<file path="config.mk">
export PLATFORM = sky130hd
export DESIGN_NAME = cache_controller_flat
export DESIGN_NICKNAME = d
export VERILOG_FILES = /design/src/rtl/cache_controller_if.sv /design/src/rtl/cache_controller.sv /design/src/flat_wrapper.sv
export SDC_FILE = /design/constraint.sdc
export NUM_CORES = 1
export LEC_CHECK = 0
export CORE_AREA = 2 2 105 107
export DETAILED_ROUTE_END_ITERATION = 12
export DIE_AREA = 0 0 107 109
export GPL_TIMING_DRIVEN = 0
export HOLD_SLACK_MARGIN = 0.02
export PLACE_DENSITY = 0.63
export SYNTH_ARGS = -nofsm -noshare
export SYNTH_HDL_FRONTEND = slang
export SYNTH_SLANG_ARGS = --single-unit
</file>
<file path="constraint.sdc">
create_clock -name clk -period 3.8 [get_ports clk]
set_input_delay 0.38 -clock clk [delete_from_list [all_inputs] [get_ports clk]]
set_output_delay 0.38 -clock clk [all_outputs]
set_load 0.01 [all_outputs]
</file>
<file path="src/rtl/cache_controller_if.sv">
// Bus bundle between the MEM stage, the 2-way cache array and the SRAM controller.
// master: the cache controller; slave: the pipeline/cache/SRAM environment.
interface cache_controller_if #(
   parameter int unsigned ADDR_W = 18,
   parameter int unsigned DATA_W = 32
);
   localparam int unsigned ADDR_IN_W = 32;

   // MEM stage side
   logic                  mem_r_en;
   logic                  mem_w_en;
   logic [ADDR_IN_W-1:0]  address;
   logic [DATA_W-1:0]     write_data;
   logic [DATA_W-1:0]     read_data;
   logic                  ready;

   // Cache array side
   logic [ADDR_W-1:0]     cache_address;
   logic [DATA_W-1:0]     cache_write_data;
   logic                  cache_wr_en;
   logic                  cache_rd_en;
   logic                  cache_inv_en;
   logic [DATA_W-1:0]     cache_read_data;
   logic                  cache_hit;

   // SRAM controller side
   logic [ADDR_W-1:0]     sram_address;
   logic [DATA_W-1:0]     sram_write_data;
   logic                  sram_r_en;
   logic                  sram_w_en;
   logic [DATA_W-1:0]     sram_read_data;
   logic                  sram_ready;

   modport master (
      input  mem_r_en, mem_w_en, address, write_data,
      output read_data, ready,
      output cache_address, cache_write_data, cache_wr_en, cache_rd_en, cache_inv_en,
      input  cache_read_data, cache_hit,
      output sram_address, sram_write_data, sram_r_en, sram_w_en,
      input  sram_read_data, sram_ready
   );

   modport slave (
      output mem_r_en, mem_w_en, address, write_data,
      input  read_data, ready,
      input  cache_address, cache_write_data, cache_wr_en, cache_rd_en, cache_inv_en,
      output cache_read_data, cache_hit,
      input  sram_address, sram_write_data, sram_r_en, sram_w_en,
      output sram_read_data, sram_ready
   );
endinterface

</file>
<file path="src/rtl/cache_controller.sv">
// Data cache controller: read-allocate, write-through, no-write-allocate.
// Zero-cycle read hits; misses and stores freeze the pipeline until sram_ready.
// Optional build macro CACHE_STATS_EN adds saturating hit/miss counters.
module cache_controller #(
   parameter int unsigned ADDR_W = 18,
   parameter int unsigned DATA_W = 32
) (
   input  logic                clk,
   input  logic                rst,
   cache_controller_if.master  bus
`ifdef CACHE_STATS_EN
   ,
   output logic [31:0]         hit_count,
   output logic [31:0]         miss_count
`endif
);

   localparam int unsigned ADDR_IN_W = 32;

   typedef enum logic [1:0] {
      IDLE    = 2'd0,
      RD_MISS = 2'd1,
      WR_THRU = 2'd2
   } state_e;

   state_e state_q;
   state_e state_d;

   // Upper ALU address bits are outside the cached address space.
   logic addr_unused_c;
   assign addr_unused_c = ^bus.address[ADDR_IN_W-1:ADDR_W];

   // Address and data passthroughs.
   assign bus.cache_address    = bus.address[ADDR_W-1:0];
   assign bus.sram_address     = bus.address[ADDR_W-1:0];
   assign bus.sram_write_data  = bus.write_data;
   assign bus.cache_write_data = bus.sram_read_data;

   // State register; reset abandons any outstanding transaction.
   always_ff @(posedge clk) begin
      if (!rst) begin
         state_q <= IDLE;
      end else begin
         state_q <= state_d;
      end
   end

   // Next state and combinational strobes/handshake.
   always_comb begin
      state_d          = state_q;
      bus.ready        = 1'b0;
      bus.read_data    = bus.cache_read_data;
      bus.cache_rd_en  = 1'b0;
      bus.cache_wr_en  = 1'b0;
      bus.cache_inv_en = 1'b0;
      bus.sram_r_en    = 1'b0;
      bus.sram_w_en    = 1'b0;

      case (state_q)
         IDLE: begin
            if (bus.mem_w_en) begin
               // Store wins over a simultaneous load; drop any stale cached copy.
               bus.cache_inv_en = 1'b1;
               bus.sram_w_en    = 1'b1;
               state_d          = WR_THRU;
            end else if (bus.mem_r_en) begin
               bus.cache_rd_en = 1'b1;
               if (bus.cache_hit) begin
                  bus.ready = 1'b1;
               end else begin
                  bus.sram_r_en = 1'b1;
                  state_d       = RD_MISS;
               end
            end else begin
               bus.ready = 1'b1;
            end
         end

         RD_MISS: begin
            bus.sram_r_en = 1'b1;
            if (bus.sram_ready) begin
               // Fill the LRU way and forward the SRAM word in the same cycle.
               bus.cache_wr_en = 1'b1;
               bus.read_data   = bus.sram_read_data;
               bus.ready       = 1'b1;
               state_d         = IDLE;
            end
         end

         WR_THRU: begin
            bus.sram_w_en = 1'b1;
            if (bus.sram_ready) begin
               bus.ready = 1'b1;
               state_d   = IDLE;
            end
         end

         default: begin
            state_d = IDLE;
         end
      endcase

      if (!rst) begin
         state_d          = IDLE;
         bus.ready        = 1'b0;
         bus.read_data    = '0;
         bus.cache_rd_en  = 1'b0;
         bus.cache_wr_en  = 1'b0;
         bus.cache_inv_en = 1'b0;
         bus.sram_r_en    = 1'b0;
         bus.sram_w_en    = 1'b0;
      end
   end

`ifdef CACHE_STATS_EN
   localparam int unsigned CNT_W = 32;
   localparam logic [CNT_W-1:0] CNT_MAX = '1;

   logic [CNT_W-1:0] hit_count_q;
   logic [CNT_W-1:0] hit_count_d;
   logic [CNT_W-1:0] miss_count_q;
   logic [CNT_W-1:0] miss_count_d;
   logic             hit_evt_c;
   logic             miss_evt_c;

   // Saturating event counters; stores count as neither.
   always_comb begin
      hit_evt_c    = rst && (state_q == IDLE) && !bus.mem_w_en && bus.mem_r_en && bus.cache_hit;
      miss_evt_c   = (state_q == IDLE) && (state_d == RD_MISS);
      hit_count_d  = hit_count_q;
      miss_count_d = miss_count_q;
      if (hit_evt_c && (hit_count_q != CNT_MAX)) begin
         hit_count_d = hit_count_q + CNT_W'(1);
      end
      if (miss_evt_c && (miss_count_q != CNT_MAX)) begin
         miss_count_d = miss_count_q + CNT_W'(1);
      end
   end

   // Counter registers, cleared on reset.
   always_ff @(posedge clk) begin
      if (!rst) begin
         hit_count_q  <= '0;
         miss_count_q <= '0;
      end else begin
         hit_count_q  <= hit_count_d;
         miss_count_q <= miss_count_d;
      end
   end

   assign hit_count  = hit_count_q;
   assign miss_count = miss_count_q;
`endif

endmodule

</file>
<file path="src/flat_wrapper.sv">
// flat-port wrapper written by rule: the top's interface ports become plain ports
module cache_controller_flat 
#(
   parameter int unsigned ADDR_W = 18,
   parameter int unsigned DATA_W = 32
)
  (clk, rst, bus_mem_r_en, bus_mem_w_en, bus_address, bus_write_data, bus_read_data, bus_ready, bus_cache_address, bus_cache_write_data, bus_cache_wr_en, bus_cache_rd_en, bus_cache_inv_en, bus_cache_read_data, bus_cache_hit, bus_sram_address, bus_sram_write_data, bus_sram_r_en, bus_sram_w_en, bus_sram_read_data, bus_sram_ready);
  cache_controller_if #(.ADDR_W(ADDR_W), .DATA_W(DATA_W)) bus_i ();
  input  logic clk;
  input  logic rst;
  input wire logic [$bits(bus_i.mem_r_en)-1:0] bus_mem_r_en;
  input wire logic [$bits(bus_i.mem_w_en)-1:0] bus_mem_w_en;
  input wire logic [$bits(bus_i.address)-1:0] bus_address;
  input wire logic [$bits(bus_i.write_data)-1:0] bus_write_data;
  output wire logic [$bits(bus_i.read_data)-1:0] bus_read_data;
  output wire logic [$bits(bus_i.ready)-1:0] bus_ready;
  output wire logic [$bits(bus_i.cache_address)-1:0] bus_cache_address;
  output wire logic [$bits(bus_i.cache_write_data)-1:0] bus_cache_write_data;
  output wire logic [$bits(bus_i.cache_wr_en)-1:0] bus_cache_wr_en;
  output wire logic [$bits(bus_i.cache_rd_en)-1:0] bus_cache_rd_en;
  output wire logic [$bits(bus_i.cache_inv_en)-1:0] bus_cache_inv_en;
  input wire logic [$bits(bus_i.cache_read_data)-1:0] bus_cache_read_data;
  input wire logic [$bits(bus_i.cache_hit)-1:0] bus_cache_hit;
  output wire logic [$bits(bus_i.sram_address)-1:0] bus_sram_address;
  output wire logic [$bits(bus_i.sram_write_data)-1:0] bus_sram_write_data;
  output wire logic [$bits(bus_i.sram_r_en)-1:0] bus_sram_r_en;
  output wire logic [$bits(bus_i.sram_w_en)-1:0] bus_sram_w_en;
  input wire logic [$bits(bus_i.sram_read_data)-1:0] bus_sram_read_data;
  input wire logic [$bits(bus_i.sram_ready)-1:0] bus_sram_ready;
  assign bus_i.mem_r_en = bus_mem_r_en;
  assign bus_i.mem_w_en = bus_mem_w_en;
  assign bus_i.address = bus_address;
  assign bus_i.write_data = bus_write_data;
  assign bus_read_data = bus_i.read_data;
  assign bus_ready = bus_i.ready;
  assign bus_cache_address = bus_i.cache_address;
  assign bus_cache_write_data = bus_i.cache_write_data;
  assign bus_cache_wr_en = bus_i.cache_wr_en;
  assign bus_cache_rd_en = bus_i.cache_rd_en;
  assign bus_cache_inv_en = bus_i.cache_inv_en;
  assign bus_i.cache_read_data = bus_cache_read_data;
  assign bus_i.cache_hit = bus_cache_hit;
  assign bus_sram_address = bus_i.sram_address;
  assign bus_sram_write_data = bus_i.sram_write_data;
  assign bus_sram_r_en = bus_i.sram_r_en;
  assign bus_sram_w_en = bus_i.sram_w_en;
  assign bus_i.sram_read_data = bus_sram_read_data;
  assign bus_i.sram_ready = bus_sram_ready;
  cache_controller #(.ADDR_W(ADDR_W), .DATA_W(DATA_W)) u_core (.clk(clk), .rst(rst), .bus(bus_i));
endmodule
</file>
==> flow_summary_export.csv, run 1 <==
group,metric,value,unit
cells_and_area,top_regs,"u_core.state_q x2",
sta,fin_crit,2.60,ns
cells_and_area,fin_area,0.00384,mm^2
critical_path,rr_worst_depth,5,
synthesis,netlist_area,0.00156,mm^2
critical_path,cp-end-kind,"output pin",
placed_design,dpl-instance-area,0.00379,mm^2
sta,timing_hold_violations_final,0,
detailed_routing,first_iter_violations,65,
sta,relSlewSlack,69.4,%
synthesis,ys_types,24,
die,fp.coreArea,0.0106,mm^2
detailed_routing,final_antenna_net_count,0,
placed_design,hpwlAfterDp,6040,um
clocking,cts_sinks,2,
synthesis,ys_warn_count,0,
detailed_routing,drc,0,
clocking,cts_root_buf,"clkbuf_8",
sta,fin_worst_skew,0.000678,ns
pwr,peakVddDrop,114,uV
critical_path,cp_max_fo,10,
clocking,cts_tree,"done",
sta,max_freq,0.385,GHz
cells_and_area,layout.nets,590,
pwr,power_density,153,mW/mm^2
detailed_routing,vias,2179,
clocking,cts_setup_buffers,0,
die,die_width,107,um
global_route,grt_start_max_net_pins,11,
global_route,antenna_found_initial,0,
pwr,total_power,0.588,mW
synthesis,yosysTopAreaCell,"buf_4",
min_path,hold_end,"u_core.state_q[1]$_SDFFE_PN0P_",
global_route,grt_remaining_overflow,0,
sta,final.setup.tns,0,ns
die,start_util,14.7,%
clocking,cts.path.max_buffers,2,
global_route,grt_pass1_vias,2123,
detailed_routing,wl,6910,um
synthesis,synth_top_area_share,48.7,%
cells_and_area,num_antenna_cells,0,
critical_path,timing.rr.start,"u_core.state_q[0]$_SDFFE_PN0P_",
synthesis,ys_seq_elements,2,
clocking,hold_buffers,0,
synthesis,synthCells,240,
status,outcome,"finished clean",
sta,setup_violations,0,
placed_design,io_buffers,206,
cells_and_area,regMostFlops,"u_core.state_q",
detailed_routing,vias_per_cell,3.70,
placed_design,gp_congestion,0.756,
sta,worst_pin_slew,0.458,ns
critical_path,ff2ff_setup_slack,2.29,ns
detailed_routing,avgRoutedWirePerCell,11.7,um
cells_and_area,final_cells,589,
clocking,cts_buffers,3,
synthesis,synth.avg_cell_area,6.49,um^2
pwr,p_leak,1.70,nW
cells_and_area,drive_gt1_share,24.7,%
clocking,clock_latency,0.21,ns
placed_design,dp.cells,586,
synthesis,ys_seq_area_share,2.57,%
die,dieArea,0.0117,mm^2
synthesis,yosys-top-cells-area,"buf_4, nand2_1, a21boi_1",
critical_path,cp.arrival,2.22,ns
global_route,grtUsageTotal,10.5,%
placed_design,post-place-ws,1.19,ns
sta,fin_ws,1.20,ns
die,die_y,109,um
clocking,post_cts_resized,0,
critical_path,startpoint_type,"input port",
critical_path,r2r_end,"u_core.state_q[0]$_SDFFE_PN0P_",
cells_and_area,largest_reg_flops,2,
critical_path,criticalPathCategory,"in -> out",
clocking,htree_levels,1,
min_path,hold_path.startpoint,"u_core.state_q[1]$_SDFFE_PN0P_",
min_path,hold_path_class,"reg -> reg",
sta,rsz0062_at_grt,"false",
critical_path,cp.required,3.42,ns
min_path,min_delay_path_depth,2,
die,rows,38,
clocking,cts.clk_slew.worst_paths,0.03,ns
synthesis,syn_nets,379,
die,ioPinCount,272,
sta,finalCritPeriodShare,68.3,%
global_route,grt_pass1_wl,10100,um
cells_and_area,area_delta_synth_final,146,%
detailed_routing,firstDrtPassIters,4,
job,max_cap_viol_count,0,
sta,slew_viol_final,0,
-- layer usage --
| layer | GRT usage [%] | vias up | wire (um) |
|---|---|---|---|
| met4 | 1.67 | 0 | 39 |
| met3 | 2.81 | 4 | 778 |
| li1 | - | 1079 | - |
| met5 | 0 | - | 0 |
| met2 | 20.2 | 147 | 3500 |
| met1 | 11.6 | 949 | 2590 |
-- cell type report --
class	count	area, um^2
Sequential cell	2	40.0
Buffer	111	822
Clock buffer	3	41.3
Timing Repair Buffer	206	2060
Multi-Input combinational cell	122	677
Tap cell	140	175
Inverter	5	18.8
Fill cell	1102	6770
-- synth_stat cells (all sizes together) --
cell type and n:
o21ai 1, o311ai 1, o221a 1, nand2b 1
nand3 1, and3b 1, a21boi 32, a32oi 1
ha 5, nand2 68, o21a 1, a21o 1
buf 107, and2 1, and3 1, nor3b 2
dfxtp 2, nor2b 2, inv 5, nor3 2
clkbuf 4
-- how the worst max path moves through the flow --
stage,to,from
after CTS,bus_read_data[8],u_core.state_q[1]$_SDFFE_PN0P_
after global routing,bus_read_data[2],u_core.state_q[1]$_SDFFE_PN0P_
final,bus_read_data[8],bus_sram_ready
after floorplan,bus_read_data[10],u_core.state_q[1]$_SDFFE_PN0P_
after global placement,bus_read_data[9],bus_sram_ready
after detailed placement,bus_read_data[8],bus_sram_ready
-- stage by stage --
stage          util (%)  hold WS (ns)
2_1_floorplan         -         0.483
4_1_cts            36.2         0.531
6_report           36.2         0.531
5_1_grt            36.2         0.574
3_3_place_gp       35.8         0.523
3_5_place_dp       35.8         0.521
-- critical path: stages --
cell,delay (ns)
clkdlybuf4s50_1,0.50
nand2_1,0.25
buf_2,0.29
nand2_1,0.08
a21boi_1,0.15
clkdlybuf4s50_1,0.57
-- power breakdown --
group	total (mW)	internal [mW]	switching, mW	leakage (nW)
Combinational	0.475	0.310	0.166	1.66
Clock	0.0845	0.0671	0.0174	0.0216
Sequential	0.0282	0.0245	0.00373	0.0165
-- cell families after synthesis --
family / after synthesis / synth area share (%)
fa+ha+maj: 5 / 4.02
buf+inv: 116 / 54.0
simple gates: 79 / 20.9
flops: 2 / 2.57
compound gates: 38 / 18.6
-- layout by cell type (no fill, tap or decap), types with 2 or more instances in the layout --
cell	count
clkbuf_8	3
a21boi_1	30
a21boi_0	2
buf_2	3
nor3b_1	2
nor2b_1	2
buf_4	101
ha_1	5
nand2_1	68
nor3_1	2
clkbuf_1	4
dfxtp_1	2
inv_1	5
clkdlybuf4s50_1	206
buf_6	3
No activity file was read; power rests on OpenSTA's default activity.
==> run 2: changes to the inputs <==
--- a/config.mk
+++ b/config.mk
@@ -5,12 +5,12 @@
 export SDC_FILE = /design/constraint.sdc
 export NUM_CORES = 1
 export LEC_CHECK = 0
-export CORE_AREA = 2 2 105 107
+export CORE_AREA = 2 2 107 109
 export DETAILED_ROUTE_END_ITERATION = 12
-export DIE_AREA = 0 0 107 109
+export DIE_AREA = 0 0 109 111
 export GPL_TIMING_DRIVEN = 0
 export HOLD_SLACK_MARGIN = 0.02
-export PLACE_DENSITY = 0.63
+export PLACE_DENSITY = 0.61
 export SYNTH_ARGS = -nofsm -noshare
 export SYNTH_HDL_FRONTEND = slang
 export SYNTH_SLANG_ARGS = --single-unit
==> constraint.sdc (replaced) <==
create_clock -name clk -period 2.6 [get_ports clk]
set_input_delay 0.26 -clock clk [delete_from_list [all_inputs] [get_ports clk]]
set_output_delay 0.26 -clock clk [all_outputs]
set_load 0.01 [all_outputs]
==> run 2 against run 1 <==
Combinational power is 45% higher. Die area is 3.7% higher. Routed wire length is 7.5% lower. Cell area is 1.2% higher. Critical path depth is 1 higher.
==> flow_summary_export.csv, run 2 (synthesized netlist as in run 1, its figures left out) <==
group,metric,value,unit
critical_path,crit_path_max_incr_delay,0.57,ns
pwr,power_frac_seq,4.3,%
sta,final.setup.tns,0,ns
clocking,clock_latency,0.22,ns
sta,relSlewSlack,70.0,%
sta,finalCritPeriodShare,90.7,%
sta,setup_violations,0,
critical_path,cp_max_fo,10,
critical_path,path_buf_inv,3,
sta,max_freq,0.424,GHz
die,ioPinCount,272,
status,outcome,"finished clean",
sta,timing_hold_violations_final,0,
pwr,power_density,248,mW/mm^2
min_path,hold_path_class,"in -> reg",
global_route,antenna_found_initial,0,
cells_and_area,layout.nets,590,
die,fp.coreArea,0.0111,mm^2
cells_and_area,drive_gt1_share,24.9,%
global_route,grt_start_max_net_pins,11,
critical_path,ff2ff_setup_slack,1.10,ns
detailed_routing,avgRoutedWirePerCell,10.8,um
sta,worst_pin_slew,0.450,ns
min_path,hold_path.startpoint,"rst",
pwr,pwr-share-clk,23.9,%
clocking,cts_setup_buffers,0,
clocking,cts_sinks,2,
critical_path,r2r_end,"u_core.state_q[0]$_SDFFE_PN0P_",
cells_and_area,layout_commonest_cell,"clkdlybuf4s50_1",
cells_and_area,num_antenna_cells,0,
job,max_cap_viol_count,0,
cells_and_area,regMostFlops,"u_core.state_q",
sta,fin_worst_skew,0.0000689,ns
pwr,p_int,0.685,mW
sta,rsz0062_at_grt,"false",
critical_path,timing.rr.start,"u_core.state_q[0]$_SDFFE_PN0P_",
critical_path,cp-end-kind,"output pin",
detailed_routing,vias,2141,
die,start_util,14.1,%
placed_design,dp.cells,589,
die,dieArea,0.0121,mm^2
placed_design,io_buffers,206,
pwr,combPwrFrac,71.8,%
clocking,cts.clk_slew.worst_paths,0.03,ns
die,die_y,111,um
detailed_routing,final_antenna_net_count,0,
die,rows,39,
min_path,hold_end,"u_core.state_q[0]$_SDFFE_PN0P_",
pwr,p_leak,1.72,nW
detailed_routing,firstDrtPassIters,4,
cells_and_area,mostFrequentLayoutCells,"clkdlybuf4s50_1, buf_4, nand2_1",
critical_path,crit_chain,"inv_1 -> ha_1 -> nand2_2 -> buf_2 -> nand2_1 -> a21boi_1 -> clkdlybuf4s50_1",
sta,fin_crit,2.36,ns
pwr,switchingPower,0.278,mW
critical_path,cp_slowest_cell,"clkdlybuf4s50_1",
pwr,peakVddDrop,399,uV
critical_path,rr_worst_depth,5,
cells_and_area,area_delta_synth_final,149,%
min_path,min_delay_path_depth,2,
clocking,cts_root_buf,"clkbuf_16",
critical_path,crit_family,"buffers and inverters",
cells_and_area,top_regs,"u_core.state_q x2",
sta,hold_ws,0.493,ns
critical_path,criticalPathCategory,"reg -> out",
clocking,cts.path.max_buffers,2,
global_route,grtUsageTotal,9.33,%
critical_path,startpoint_type,"flip-flop",
sta,slew_viol_final,0,
critical_path,cp.arrival,2.10,ns
clocking,cts_tree,"done",
placed_design,gp_congestion,0.753,
cells_and_area,largest_reg_flops,2,
clocking,cts_buffers,3,
global_route,grt_pass1_wl,9230,um
clocking,htree_levels,1,
cells_and_area,fin_area,0.00388,mm^2
detailed_routing,vias_per_cell,3.62,
detailed_routing,first_iter_violations,65,
pwr,swShare,28.9,%
placed_design,dpl-instance-area,0.00380,mm^2
detailed_routing,drc,0,
global_route,grt_remaining_overflow,0,
detailed_routing,wl,6390,um
placed_design,hpwlAfterDp,5590,um
cells_and_area,final_core_util,35.0,%
die,die_width,109,um
cells_and_area,final_cells,592,
critical_path,cp.required,2.34,ns
global_route,grt_pass1_vias,1992,
## run 2: worst max path at each step
stage | startpoint | endpoint | slack (ns) | cells past startpoint
after floorplan | u_core.state_q[1]$_SDFFE_PN0P_ | bus_read_data[10] | 1.13 | 6
after detailed placement | bus_sram_ready | bus_read_data[17] | 0.24 | 6
after global placement | bus_sram_ready | bus_read_data[1] | 0.24 | 6
final | u_core.state_q[1]$_SDFFE_PN0P_ | bus_read_data[22] | 0.24 | 7
after CTS | u_core.state_q[1]$_SDFFE_PN0P_ | bus_read_data[17] | 0.09 | 7
after global routing | u_core.state_q[1]$_SDFFE_PN0P_ | bus_read_data[15] | 0.06 | 7
## run 2: metrics by stage
| stage | power (mW) | setup slack (ns) |
|---|---|---|
| final | 0.963 | 0.243 |
| after global routing | 1.03 | 0.0563 |
| after CTS | 0.977 | 0.0870 |
| after detailed placement | 0.740 | 0.235 |
| after global placement | 0.732 | 0.242 |
| after floorplan | 0.348 | 1.13 |
## run 2: power groups by stage
stage	clock network, mW	logic, mW	registers, mW
after floorplan	0	0.308	0.0400
after global placement	0	0.690	0.0413
after detailed placement	0	0.698	0.0416
after CTS	0.235	0.701	0.0413
after global routing	0.238	0.745	0.0419
final	0.230	0.691	0.0413
## run 2: layer usage
| metal | up-vias | GRT usage (%) | wire length, um |
|---|---|---|---|
| met5 | - | 0 | 0 |
| met1 | 944 | 10.1 | 2320 |
| li1 | 1079 | - | - |
| met3 | 2 | 1.82 | 677 |
| met2 | 116 | 18.4 | 3380 |
| met4 | 0 | 1.54 | 10 |
## run 2: area by class of cell
class	count	area, um^2
Tap cell	143	179
Inverter	5	18.8
Multi-Input combinational cell	122	679
Sequential cell	2	40.0
Clock buffer	3	75.1
Buffer	111	827
Timing Repair Buffer	206	2060
Fill cell	1156	7200
## run 2: repair_timing
| action | 4_1_cts | 5_1_grt |
|---|---|---|
| setup endpoints to repair | 0 | 20 |
| hold endpoints to repair | 0 | 0 |
| gates resized for setup | 0 | 3 |
| hold buffers | 0 | 0 |
## run 2: worst reg2reg max path, cell delays in order, from the launching register on
cell,delay (ns)
dfxtp_1,0.37
inv_1,0.10
ha_1,0.31
nor2b_1,0.17
a21o_1,0.17
o221a_2,0.26
